`src/rtl/unidade_controle_param_pkg.sv`:
```
// Shared encodings for the multicycle bus processor control unit:
// FSM states, instruction opcodes and ALU operation codes.
package unidade_controle_param_pkg;

  typedef enum logic [2:0] {
    S_IDLE  = 3'd0,
    S_FETCH = 3'd1,
    S_FWAIT = 3'd2,
    S_T1    = 3'd3,
    S_T2    = 3'd4,
    S_T3    = 3'd5
  } state_t;

  localparam logic [2:0] OP_MV   = 3'b000;
  localparam logic [2:0] OP_MVI  = 3'b001;
  localparam logic [2:0] OP_ADD  = 3'b010;
  localparam logic [2:0] OP_SUB  = 3'b011;
  localparam logic [2:0] OP_LD   = 3'b100;
  localparam logic [2:0] OP_ST   = 3'b101;
  localparam logic [2:0] OP_MVNZ = 3'b110;
  localparam logic [2:0] OP_AND  = 3'b111;

  localparam logic [1:0] ULA_ADD = 2'b00;
  localparam logic [1:0] ULA_SUB = 2'b01;
  localparam logic [1:0] ULA_AND = 2'b10;

  // Maps a three-operand ALU opcode to the code the ALU expects
  function automatic logic [1:0] ulaCode(input logic [2:0] op);
    case (op)
      OP_SUB:  return ULA_SUB;
      OP_AND:  return ULA_AND;
      default: return ULA_ADD;
    endcase
  endfunction

endpackage

```
`src/rtl/unidade_controle_param_if.sv`:
```
// Bundle of control-unit inputs (run, IR, G, memory ready) and the
// enables it drives onto the shared-bus datapath. The control unit is
// the master; the datapath (or a testbench) is the slave.
interface unidade_controle_param_if #(
  parameter int DATA_W   = 16,
  parameter int NREG     = 8,
  parameter int OPCODE_W = 3
);
  localparam int RSEL_W  = $clog2(NREG);
  localparam int INSTR_W = OPCODE_W + 2 * RSEL_W;

  logic               Run;
  logic [INSTR_W-1:0] Instrucao;
  logic [DATA_W-1:0]  GRout;
  logic               MemRdy;

  logic               IncrPc;
  logic               IRin;
  logic               ADDRin;
  logic               DOUTin;
  logic               W_D;
  logic [NREG-1:0]    Rin;
  logic [NREG-1:0]    Rout;
  logic               Ain;
  logic               Gin;
  logic               Gout;
  logic [1:0]         Ulaop;
  logic               DINout;
  logic               Done;
  logic               Busy;

  modport master (
    input  Run, Instrucao, GRout, MemRdy,
    output IncrPc, IRin, ADDRin, DOUTin, W_D, Rin, Rout,
           Ain, Gin, Gout, Ulaop, DINout, Done, Busy
  );

  modport slave (
    output Run, Instrucao, GRout, MemRdy,
    input  IncrPc, IRin, ADDRin, DOUTin, W_D, Rin, Rout,
           Ain, Gin, Gout, Ulaop, DINout, Done, Busy
  );
endinterface

```
`src/rtl/unidade_controle_param_decode_onehot.sv`:
```
// Register-select decoder: turns a register index into a one-hot
// enable vector, all zeros when not enabled.
module decode_onehot #(
  parameter int NREG = 8,
  localparam int RSEL_W = $clog2(NREG)
) (
  input  logic [RSEL_W-1:0] W,
  input  logic              En,
  output logic [NREG-1:0]   Y
);

  localparam logic [NREG-1:0] ONE = {{(NREG-1){1'b0}}, 1'b1};

  assign Y = En ? (ONE << W) : '0;

endmodule

```
`src/rtl/unidade_controle_param.sv`:
```
// Control FSM for the multicycle shared-bus processor. Fetches each
// instruction through the PC register with a MemRdy handshake, then
// sequences the register/ALU/memory enables for up to three steps.
module unidade_controle_param
  import unidade_controle_param_pkg::*;
#(
  parameter int DATA_W     = 16,
  parameter int NREG       = 8,
  parameter int OPCODE_W   = 3,
  parameter int PC_IDX     = NREG - 1,
  parameter int CONTINUOUS = 1
) (
  input logic Clock,
  input logic Resetn,
  unidade_controle_param_if.master bus
);

  localparam int RSEL_W  = $clog2(NREG);
  localparam int INSTR_W = OPCODE_W + 2 * RSEL_W;
  localparam logic [NREG-1:0] PC_ONEHOT = {{(NREG-1){1'b0}}, 1'b1} << PC_IDX;

  state_t state_q, state_d;
  logic   runPrev_q;

  logic [OPCODE_W-1:0] opField;
  logic [2:0]          opcode;
  logic [RSEL_W-1:0]   rxSel, rySel;
  logic [NREG-1:0]     rxOneHot, ryOneHot;
  logic [DATA_W-1:0]   gValue;
  logic                gNonZero, rxIsPc, isAlu, afterDone;

  logic            incrPc, irIn, addrIn, doutIn, wD, aIn, gIn, gOut, dinOut, done;
  logic [NREG-1:0] rIn, rOut;
  logic [1:0]      ulaOp;

  assign opField  = bus.Instrucao[INSTR_W-1 -: OPCODE_W];
  assign opcode   = 3'(opField);
  assign rxSel    = bus.Instrucao[2*RSEL_W-1 -: RSEL_W];
  assign rySel    = bus.Instrucao[RSEL_W-1:0];
  assign gValue   = bus.GRout;
  assign gNonZero = |gValue;
  assign rxIsPc   = (rxSel == RSEL_W'(PC_IDX));
  assign isAlu    = (opcode == OP_ADD) || (opcode == OP_SUB) || (opcode == OP_AND);

  // After the final step, keep fetching only in continuous mode with Run held
  assign afterDone = ((CONTINUOUS != 0) && bus.Run) ? 1'b1 : 1'b0;

  decode_onehot #(.NREG(NREG)) u_decRx (.W(rxSel), .En(1'b1), .Y(rxOneHot));
  decode_onehot #(.NREG(NREG)) u_decRy (.W(rySel), .En(1'b1), .Y(ryOneHot));

  // State and Run history registers; reset dominates any Run activity
  always_ff @(posedge Clock) begin
    if (Resetn) begin
      state_q   <= S_IDLE;
      runPrev_q <= 1'b0;
    end else begin
      state_q   <= state_d;
      runPrev_q <= bus.Run;
    end
  end

  // Step sequencing: memory steps stall on MemRdy, last steps loop or idle
  always_comb begin
    state_d = state_q;
    case (state_q)
      S_IDLE:  if (bus.Run && !runPrev_q) state_d = S_FETCH;
      S_FETCH: state_d = S_FWAIT;
      S_FWAIT: if (bus.MemRdy) state_d = S_T1;
      S_T1: begin
        if (opcode == OP_MV || opcode == OP_MVNZ)
          state_d = afterDone ? S_FETCH : S_IDLE;
        else
          state_d = S_T2;
      end
      S_T2: begin
        if (opcode == OP_MVI || opcode == OP_LD) begin
          if (bus.MemRdy) state_d = afterDone ? S_FETCH : S_IDLE;
        end else if (isAlu || opcode == OP_ST) begin
          state_d = S_T3;
        end else begin
          state_d = S_IDLE;
        end
      end
      S_T3: begin
        if (isAlu) state_d = afterDone ? S_FETCH : S_IDLE;
        else if (opcode == OP_ST) begin
          if (bus.MemRdy) state_d = afterDone ? S_FETCH : S_IDLE;
        end else state_d = S_IDLE;
      end
      default: state_d = S_IDLE;
    endcase
  end

  // Datapath enables for the current step; wait steps keep everything low
  always_comb begin
    incrPc = 1'b0; irIn = 1'b0; addrIn = 1'b0; doutIn = 1'b0; wD = 1'b0;
    aIn = 1'b0; gIn = 1'b0; gOut = 1'b0; dinOut = 1'b0; done = 1'b0;
    rIn = '0; rOut = '0; ulaOp = ULA_ADD;
    case (state_q)
      S_FETCH: begin
        rOut = PC_ONEHOT; addrIn = 1'b1;
      end
      S_FWAIT: begin
        if (bus.MemRdy) begin irIn = 1'b1; incrPc = 1'b1; end
      end
      S_T1: begin
        case (opcode)
          OP_MV:  begin rOut = ryOneHot; rIn = rxOneHot; done = 1'b1; end
          OP_MVI: begin rOut = PC_ONEHOT; addrIn = 1'b1; end
          OP_LD, OP_ST: begin rOut = ryOneHot; addrIn = 1'b1; end
          OP_MVNZ: begin
            if (gNonZero) begin rOut = ryOneHot; rIn = rxOneHot; end
            done = 1'b1;
          end
          default: begin rOut = rxOneHot; aIn = 1'b1; end
        endcase
      end
      S_T2: begin
        case (opcode)
          OP_MVI: begin
            if (bus.MemRdy) begin
              dinOut = 1'b1; rIn = rxOneHot; incrPc = !rxIsPc; done = 1'b1;
            end
          end
          OP_LD: begin
            if (bus.MemRdy) begin dinOut = 1'b1; rIn = rxOneHot; done = 1'b1; end
          end
          OP_ST: begin rOut = rxOneHot; doutIn = 1'b1; end
          OP_ADD, OP_SUB, OP_AND: begin
            rOut = ryOneHot; gIn = 1'b1; ulaOp = ulaCode(opcode);
          end
          default: ;
        endcase
      end
      S_T3: begin
        if (opcode == OP_ST) begin
          wD = 1'b1; done = bus.MemRdy;
        end else if (isAlu) begin
          gOut = 1'b1; rIn = rxOneHot; done = 1'b1;
        end
      end
      default: ;
    endcase
  end

  assign bus.IncrPc = incrPc;
  assign bus.IRin   = irIn;
  assign bus.ADDRin = addrIn;
  assign bus.DOUTin = doutIn;
  assign bus.W_D    = wD;
  assign bus.Rin    = rIn;
  assign bus.Rout   = rOut;
  assign bus.Ain    = aIn;
  assign bus.Gin    = gIn;
  assign bus.Gout   = gOut;
  assign bus.Ulaop  = ulaOp;
  assign bus.DINout = dinOut;
  assign bus.Done   = done;
  assign bus.Busy   = (state_q != S_IDLE);

endmodule

```
`src/flat_wrapper.sv`:
```
// flat-port wrapper written by rule: the top's interface ports become plain ports
module unidade_controle_param_flat import unidade_controle_param_pkg::*;
#(
  parameter int DATA_W     = 16,
  parameter int NREG       = 8,
  parameter int OPCODE_W   = 3,
  parameter int PC_IDX     = NREG - 1,
  parameter int CONTINUOUS = 1
)
  (Clock, Resetn, bus_Run, bus_Instrucao, bus_GRout, bus_MemRdy, bus_IncrPc, bus_IRin, bus_ADDRin, bus_DOUTin, bus_W_D, bus_Rin, bus_Rout, bus_Ain, bus_Gin, bus_Gout, bus_Ulaop, bus_DINout, bus_Done, bus_Busy);
  unidade_controle_param_if #(.DATA_W(DATA_W), .NREG(NREG), .OPCODE_W(OPCODE_W)) bus_i ();
  input logic Clock;
  input logic Resetn;
  input wire logic [$bits(bus_i.Run)-1:0] bus_Run;
  input wire logic [$bits(bus_i.Instrucao)-1:0] bus_Instrucao;
  input wire logic [$bits(bus_i.GRout)-1:0] bus_GRout;
  input wire logic [$bits(bus_i.MemRdy)-1:0] bus_MemRdy;
  output wire logic [$bits(bus_i.IncrPc)-1:0] bus_IncrPc;
  output wire logic [$bits(bus_i.IRin)-1:0] bus_IRin;
  output wire logic [$bits(bus_i.ADDRin)-1:0] bus_ADDRin;
  output wire logic [$bits(bus_i.DOUTin)-1:0] bus_DOUTin;
  output wire logic [$bits(bus_i.W_D)-1:0] bus_W_D;
  output wire logic [$bits(bus_i.Rin)-1:0] bus_Rin;
  output wire logic [$bits(bus_i.Rout)-1:0] bus_Rout;
  output wire logic [$bits(bus_i.Ain)-1:0] bus_Ain;
  output wire logic [$bits(bus_i.Gin)-1:0] bus_Gin;
  output wire logic [$bits(bus_i.Gout)-1:0] bus_Gout;
  output wire logic [$bits(bus_i.Ulaop)-1:0] bus_Ulaop;
  output wire logic [$bits(bus_i.DINout)-1:0] bus_DINout;
  output wire logic [$bits(bus_i.Done)-1:0] bus_Done;
  output wire logic [$bits(bus_i.Busy)-1:0] bus_Busy;
  assign bus_i.Run = bus_Run;
  assign bus_i.Instrucao = bus_Instrucao;
  assign bus_i.GRout = bus_GRout;
  assign bus_i.MemRdy = bus_MemRdy;
  assign bus_IncrPc = bus_i.IncrPc;
  assign bus_IRin = bus_i.IRin;
  assign bus_ADDRin = bus_i.ADDRin;
  assign bus_DOUTin = bus_i.DOUTin;
  assign bus_W_D = bus_i.W_D;
  assign bus_Rin = bus_i.Rin;
  assign bus_Rout = bus_i.Rout;
  assign bus_Ain = bus_i.Ain;
  assign bus_Gin = bus_i.Gin;
  assign bus_Gout = bus_i.Gout;
  assign bus_Ulaop = bus_i.Ulaop;
  assign bus_DINout = bus_i.DINout;
  assign bus_Done = bus_i.Done;
  assign bus_Busy = bus_i.Busy;
  unidade_controle_param #(.DATA_W(DATA_W), .NREG(NREG), .OPCODE_W(OPCODE_W), .PC_IDX(PC_IDX), .CONTINUOUS(CONTINUOUS)) u_core (.Clock(Clock), .Resetn(Resetn), .bus(bus_i));
endmodule
```
`config.mk`:
```
export PLATFORM = sky130hd
export DESIGN_NAME = unidade_controle_param_flat
export DESIGN_NICKNAME = d
export VERILOG_FILES = /design/src/rtl/unidade_controle_param_pkg.sv /design/src/rtl/unidade_controle_param_if.sv /design/src/rtl/unidade_controle_param_decode_onehot.sv /design/src/rtl/unidade_controle_param.sv /design/src/flat_wrapper.sv
export SDC_FILE = /design/constraint.sdc
export NUM_CORES = 1
export LEC_CHECK = 0
export CAP_MARGIN = 15
export CELL_PAD_IN_SITES_DETAIL_PLACEMENT = 1
export CELL_PAD_IN_SITES_GLOBAL_PLACEMENT = 1
export CORE_MARGIN = 8
export CORE_UTILIZATION = 22
export CTS_CLUSTER_DIAMETER = 50
export DETAILED_ROUTE_END_ITERATION = 8
export PLACE_DENSITY = 0.8
export SLEW_MARGIN = 20
export SYNTH_ARGS = -nofsm -noshare
export SYNTH_HDL_FRONTEND = slang
export SYNTH_SLANG_ARGS = --single-unit
export TNS_END_PERCENT = 30
```
`constraint.sdc`:
```
create_clock -name Clock -period 1.9 [get_ports Clock]
set_clock_uncertainty 0.2 [all_clocks]
set_input_delay 0.38 -clock Clock [delete_from_list [all_inputs] [get_ports Clock]]
set_output_delay 0.38 -clock Clock [all_outputs]
set_load 0.1 [all_outputs]
```
==> impl_metrics.ini <==
[drt]
num_vias = 1664
wirelength_mm = 7.09
drt_iter0_drc = 68
wl_met3_um = 445
wl_met1_mm = 2.63
routedWlPerCell_um = 22.8
met2_length_mm = 3.81
dr.pass1.iters = 4
highest_layer = met4
routed_via_density = 5.35
drtAntennaViolNets = 0
drc_errors = 0

[cts]
clk_path_buf_depth = 2
clock_tree.root_cell = clkbuf_8
clk_latency_ps = 220
numCtsBuffers = 3
clk_pin_slew_ps = 30
cts_tree = built
htreeDepth = 1
cts_hold_buf = 0
cts_sinks = 4

[status]
status = finished with violations
violations = setup timing

[setup_path]
crit_arrival_ps = 1930
path_cells = nor3b_4 > a32o_2 > a22oi_2 > and3_4 > nor4bb_4 > buf_12
crit_required_ps = 1320
startpoint_type = register
cp_slowest_cell = dfxtp_4
reg2reg_slack_ps = 40
critical_path.max_fanout = 7
worstSetupPathType = register to primary output
cp-end-kind = primary output
slowest_delay_ps = 390

[yosys]
synth_compound_area_share_pct = 22.2
yosys.area.top_type_share_pct = 8.37
synthSimpleGateAreaFrac_pct = 55.6
ys_ff_latch = 4
synth_fa_ha_area_share_pct = 1.05
syn_avg_cell_area_um2 = 6.56
yosysTopAreaCell = dfxtp_1
syn_nets = 175
async_flop_share_pct = 0
synthFlopType = dfxtp_1
synth_cell_types = 49
synthCells = 146
synthMuxAreaShare_pct = 1.05
yosys_warnings = 0
ys_top_cells_by_count = nor2_1, nand2_1, a21oi_1, nand3_1, nor3_1
synth_most_common_cell = nor2_1
synth_top_family_by_area = simple AND/OR/NAND/NOR gates
ys_top_cells_by_area = dfxtp_1, nor2_1, buf_6
syn_area_um2 = 957
synth-edff-count = 0
synthXorXnorAreaFrac_pct = 0.915
yosysSeqAreaShare_pct = 8.37

[place]
portBuffers = 57
dp_hpwl_mm = 4.57
place_inst = 298
placed_cell_area_um2 = 2380
routabilityCongestion = 0.889

[timing]
setup_tns_ps = -12080
rsz0062_at_grt = true
drv_slew = 0
hold_viol = 0
finalCritPeriodShare_pct = 132
setup_viol = 30
fin_ws_ps = -612
slew_headroom_pct = 75.4
worst_slew_pin_slew_ps = 365
clock.fmax_ghz = 0.398
fin_crit_ps = 2510

[cells_and_area]
nNetsFinal = 290
seq_area_um2 = 91.3
antennaDiodeCount = 0
n_fill_cell = 446
multiInputGateArea_um2 = 1270
layoutNonFillerInstCount = 311
drive_above_1_share_pct = 71.4
area_growth_pct = 201
postLayoutCellArea_um2 = 2880

[global_route]
grt_pass1_wl_mm = 10.8
antenna_found_initial = 0
grt_pass1_vias = 2021
grt_use_total_pct = 21.1
overflow = 0
grt_max_degree = 12

[job]
max_cap_viol_count = 0

[power]
peakVddDrop_mv = 0.293
leakagePower_uw = 0.00114
powerDensity_nw_per_um2 = 445

[floorplanning]
io_pins = 58
die_y_um = 82.0
row_count = 24
coreArea_um2 = 4260
initial_utilization_pct = 22.4
dieArea_um2 = 6720
die_x_um = 82.0

[min_path]
hp-class = input pin to register
## cell type report
type | count | share of cell area, %
multi-input cells | 124 | 44.0
clock buffers | 3 | 1.43
flip-flops and latches | 4 | 3.17
inverters | 5 | 0.652
well taps | 52 | 2.26
repair buffers | 123 | 48.4
## through the flow
| stage | setup slack, ps | total power [uW] | hold WS, ps | utilization (%) |
|---|---|---|---|---|
| global placement | -944 | 910 | 405 | 55.9 |
| floorplan | -986 | 581 | 247 | - |
| finish | -612 | 1280 | 565 | 67.5 |
| detailed placement | -1010 | 934 | 423 | 55.9 |
| CTS | -573 | 1210 | 443 | 64.8 |
| global route | -702 | 1330 | 581 | 67.5 |
## registers in the layout (all words and copies together), names as in the netlist
signal,cells
u_core.runPrev_q,1
u_core.state_q,3
## power breakdown
part,switching (uW),internal (uW)
Clock,47.8,135
Combinational,552,419
Sequential,26.5,101
Total,626,656
## cells in the final DEF (no fill, tap or decap), types with 5 or more instances in the layout
cell,instances
buf_4,47
buf_12,29
buf_2,8
buf_6,25
nor2_4,7
nor4_4,5
a21oi_1,5
dlygate4sd2_1,6
nand2_1,7
nor2_1,12
## layer usage
layer  GRT usage [%]  vias to the layer above
li1                -                      761
met1            20.8                      827
met2            40.9                       56
met3            5.69                       20
met4            7.19                        0
met5               0                        -
## final timing paths
kind	start	to	cells after the start
min	bus_Instrucao[8]	u_core.state_q[2]	5
min reg2reg	u_core.state_q[2]	u_core.state_q[0]	3
max	u_core.state_q[2]	bus_Rin[6]	6
max reg2reg	u_core.state_q[2]	u_core.state_q[0]	7
## critical path: cells and delay by family, from the launching register on
family	cells	cell delay [ps]
buffers and inverters	1	220
AO/OA/AOI/OAI	2	300
AND/OR/NAND/NOR	3	810
flip-flops	1	390
## kinds of logic (layout without fill, tap and decap cells)
family                     Yosys count  after routing
DFF                                  4              4
buffers and inverters               18            131
xor gates and xnor gates             1              1
AOI/OAI and AO/OA                   33             33
and+or+nand+nor                     88             88
muxes                                1              1
adders and majority gates            1              1
## timing repair
item,CTS,global route
gates resized for setup,147,21
endpoints found under the setup margin,31,31
pin swaps,33,13
setup buffers,10,0
No activity file was read; power rests on OpenSTA's default activity.
